$ cat config.mk
export PLATFORM = sky130hd
export DESIGN_NAME = booth_pp_accumulator
export DESIGN_NICKNAME = d
export VERILOG_FILES = /design/src/rtl/booth_pp_accumulator.sv
export SDC_FILE = /design/constraint.sdc
export NUM_CORES = 1
export LEC_CHECK = 0
export CORE_MARGIN = 10
export CORE_UTILIZATION = 40
export DETAILED_ROUTE_END_ITERATION = 7
export SYNTH_ARGS = -nofsm -noshare
export SYNTH_HDL_FRONTEND = slang
export SYNTH_SLANG_ARGS = --single-unit
$ cat constraint.sdc
create_clock -name clk -period 8.45 [get_ports clk]
set_input_delay 0.845 -clock clk [delete_from_list [all_inputs] [get_ports clk]]
set_output_delay 0.845 -clock clk [all_outputs]
set_load 0.01 [all_outputs]
$ cat src/rtl/booth_pp_accumulator.sv
// Radix-4 Booth partial-product accumulator: sums NPP signed partial products into one signed product.
// Optional macro BOOTH_ACC_CNT_EN adds a 16-bit count of completed product handshakes (prod_count).
module booth_pp_accumulator #(
    parameter int NPP = 4,
    parameter int PPW = 9,
    parameter int PW  = 14
) (
    input  logic                  clk,
    input  logic                  rst_n,
    input  logic signed [PPW-1:0] pp,
    input  logic                  pp_valid,
    output logic                  pp_ready,
    input  logic                  flush,
    output logic signed [PW-1:0]  prod,
    output logic                  prod_valid,
    input  logic                  prod_ready
`ifdef BOOTH_ACC_CNT_EN
    ,
    output logic [15:0]           prod_count
`endif
);

    localparam logic [0:0] ACCUM  = 1'b0;
    localparam logic [0:0] DONE   = 1'b1;
    localparam logic [1:0] K_LAST = 2'(NPP - 1);

    logic [0:0]           r_state;
    logic [1:0]           r_k;
    logic signed [PW-1:0] r_acc;
    logic signed [PW-1:0] r_prod;

    logic                 w_xfer;
    logic                 w_last;
    logic signed [PW-1:0] w_ext;
    logic signed [PW-1:0] w_term;
    logic signed [PW-1:0] w_sum;

    assign pp_ready   = (r_state == ACCUM);
    assign prod_valid = (r_state == DONE);
    assign prod       = r_prod;

    // Flush takes priority over a coincident transfer.
    assign w_xfer = pp_valid && pp_ready && !flush;
    assign w_last = (r_k == K_LAST);

    // Digit k carries weight 4^k; digit 0 restarts the sum so stale acc never leaks in.
    assign w_ext  = {{(PW-PPW){pp[PPW-1]}}, pp};
    assign w_term = w_ext <<< {r_k, 1'b0};
    assign w_sum  = (r_k == 2'd0) ? w_ext : (r_acc + w_term);

    always_ff @(posedge clk or negedge rst_n) begin
        if (!rst_n) begin
            r_state <= ACCUM;
            r_k     <= 2'd0;
            r_acc   <= '0;
            r_prod  <= '0;
        end else begin
            case (r_state)
                ACCUM: begin
                    if (flush) begin
                        r_k   <= 2'd0;
                        r_acc <= '0;
                    end else if (w_xfer) begin
                        r_acc <= w_sum;
                        if (w_last) begin
                            r_k     <= 2'd0;
                            r_prod  <= w_sum;
                            r_state <= DONE;
                        end else begin
                            r_k <= r_k + 2'd1;
                        end
                    end
                end
                DONE: begin
                    if (prod_ready) begin
                        r_state <= ACCUM;
                    end
                end
                default: r_state <= ACCUM;
            endcase
        end
    end

`ifdef BOOTH_ACC_CNT_EN
    logic [15:0] r_cnt;

    always_ff @(posedge clk or negedge rst_n) begin
        if (!rst_n) begin
            r_cnt <= 16'd0;
        end else if (prod_valid && prod_ready) begin
            r_cnt <= r_cnt + 16'd1;
        end
    end

    assign prod_count = r_cnt;
`endif

endmodule

==> results.yml <==
global_routing:
  grt_pass1_vias: 1935
  overflow: 0
  grt_max_degree: 32
  antenna_found_initial: 0
  grt_pass1_wl_mm: 10.0
  track_usage_pct: 14.4
clock_tree:
  numCtsBuffers: 5
  postCtsResizedCells: 0
  path_clk_slew_ps: 70
  numClockSinks: 31
  clockBufferDepth: 2
  root_buffer: "clkbuf_8"
  htree_levels: 2
  cts_setup_buffers: 0
  tritoncts: "done"
  clk_latency_ps: 300
  holdBufCountCts: 0
synthesis:
  ys_seq_area_share_pct: 35.4
  synth.area.top_cells: "dfrtp_1, ha_1, a21oi_1"
  synth_ff_type: "dfrtp_1"
  ys_top_cells_by_count: "dfrtp_1, nand2_1, a21oi_1, nor2_1, o21ai_0"
  synth.largest_area_cell: "dfrtp_1"
  syn_area_sq_um: 2190
  synth_cells: 257
  synth-seq-cells: 31
  ys_warn_count: 0
  syn_nets: 287
  synth_edf_count: 0
  async_flop_share_pct: 100
  yosysTopAreaCellShare_pct: 35.4
  syn_area_per_cell_sq_um: 8.53
  synth_cell_type_count: 42
place:
  place_ws_ps: 4850
  hpwl_mm: 4.53
  gp_congestion: 0.862
  io_buffers: 29
  placed_area_sq_um: 2550
die:
  die_x_um: 94.1
  num_rows: 26
  io_pins: 30
  core_sq_um: 5200
  die_y_um: 94.1
  die_area_sq_um: 8850
  start_util_pct: 42.1
final_layout:
  design_area_sq_um: 2640
  final_core_util_pct: 50.6
  antenna_cells: 0
  drive_gt1_share_pct: 6.34
  syn2layout_area_growth_pct: 20.2
  fin_nets: 314
hold_path:
  hold_path_class: "flop to flop"
  hold_depth: 2
critical_path:
  required_ps: 8620
  cp_max_fo: 6
  ff2ff_path_depth: 9
  critical_path_arrival_ps: 3530
  criticalPathCategory: "input pin to flop"
  startpoint_type: "input pin"
  crit_chain: "clkdlybuf4s50_1 -> mux2i_1 -> mux2i_1 -> ha_1 -> a21oi_1 -> o21ai_0 -> a221o_1 -> a21o_1 -> xnor2_1 -> a221o_1"
  cpPeakStageDelay_ps: 520
  end_kind: "flop"
  cp_slowest_cell: "clkdlybuf4s50_1"
route:
  vias_per_cell: 5.46
  vias: 1933
  routedWlPerCell_um: 17.0
  drtAntennaViolNets: 0
  drcViolationCount: 0
  drt_iter0_drc: 168
  wl_mm: 6.01
  drt_pre_antenna_iters: 5
timing:
  tightest_slew_ps: 644
  relSlewSlack_pct: 57.1
  setup_viol: 0
  fmax_ghz: 0.298
  whs_ps: 485
  hold_viol: 0
  period_minus_slack_ps: 3360
  period_share_pct: 39.7
  fin_tns_setup_ps: 0
  slew_viol_final: 0
  setup_ws_ps: 5090
  final.setup_skew_ps: 9.67
  rsz0062_at_grt: "no"
power:
  power.leakage_nw: 1.17
  pwr_density_cell_nw_per_um2: 197
  ir_drop_v: 0.000110
outcome:
  status: "finished, final reports clean"
job:
  cap_violations: 0
==> logic make-up (layout without fill, tap and decap cells) <==
logic type	after synthesis	in the layout	share of synthesized area, %
adders and majority gates	16	16	9.47
and+or+nand+nor	79	79	15.9
buffers and inverters	26	53	4.62
muxes	17	17	7.99
AOI/OAI and AO/OA	80	80	23.5
xor gates and xnor gates	8	8	3.19
DFF	31	31	35.4
==> cell usage in the layout (no fill, tap or decap), drive strengths merged, types with 5 or more instances in the layout <==
master and n:
nand3 8, xnor2 5, clkbuf 6, mux2i 13
clkdlybuf4s50 29, a21oi 27, ha 15, dfrtp 31
a221o 7, inv 13, nand2 31, nor2 23
o21ai 20
==> critical path: cells and delay by family <==
family / cells / cell delay [ps]
AO/OA/AOI/OAI: 5 / 1270
buffers and inverters: 1 / 520
multiplexers: 2 / 390
adder cells (fa/ha/maj): 1 / 360
XOR/XNOR: 1 / 140
==> area by class of cell <==
| cell class | instances | area [sq um] |
|---|---|---|
| multi-input combinational | 200 | 1320 |
| clock inverter | 1 | 5.00 |
| tap | 70 | 87.6 |
| fill | 512 | 2570 |
| timing repair buffer | 33 | 320 |
| sequential | 31 | 776 |
| clock buffer | 6 | 82.6 |
| inverter | 13 | 48.8 |
==> final timing paths <==
check                        start        end  slack, ps
setup / recovery             pp[6]  r_acc[13]       5090
hold / removal             prod[2]    prod[2]        480
setup reg to reg            r_k[0]  r_acc[13]       5260
hold reg to reg            prod[2]    prod[2]        480
max in group asynchronous    rst_n   prod[10]       7190
min in group asynchronous    rst_n     r_k[1]        950
==> per-stage QoR <==
| step | power, mW | std cells |
|---|---|---|
| 6_report | 0.518 | 354 |
| 5_1_grt | 0.554 | 354 |
| 4_1_cts | 0.520 | 354 |
| 3_5_place_dp | 0.395 | 347 |
| 3_3_place_gp | 0.395 | 347 |
| 2_1_floorplan | 0.319 | 257 |
==> report_power, final <==
| group | internal, mW | switching, mW | leakage, nW |
|---|---|---|---|
| Combinational | 0.0939 | 0.112 | 0.703 |
| Sequential | 0.171 | 0.0178 | 0.417 |
| Clock | 0.0639 | 0.0603 | 0.0470 |
| Total | 0.329 | 0.190 | 1.17 |
==> state kept, by name, summed over array words and instances, names as in the netlist <==
| signal | cells |
|---|---|
| prod | 14 |
| r_acc | 14 |
| r_k | 2 |
| prod_valid | 1 |
==> per-layer routing <==
| layer | share of wire (%) | wire length [um] | global-route usage (%) | vias up |
|---|---|---|---|---|
| met4 | 2.0 | 123 | 5.57 | 0 |
| met3 | 5.6 | 338 | 3.84 | 8 |
| met5 | 0 | 0 | 0 | - |
| met2 | 43 | 2560 | 21.0 | 47 |
| li1 | - | - | - | 968 |
| met1 | 50 | 2990 | 19.6 | 910 |
Power figures use the tool's default switching activity.
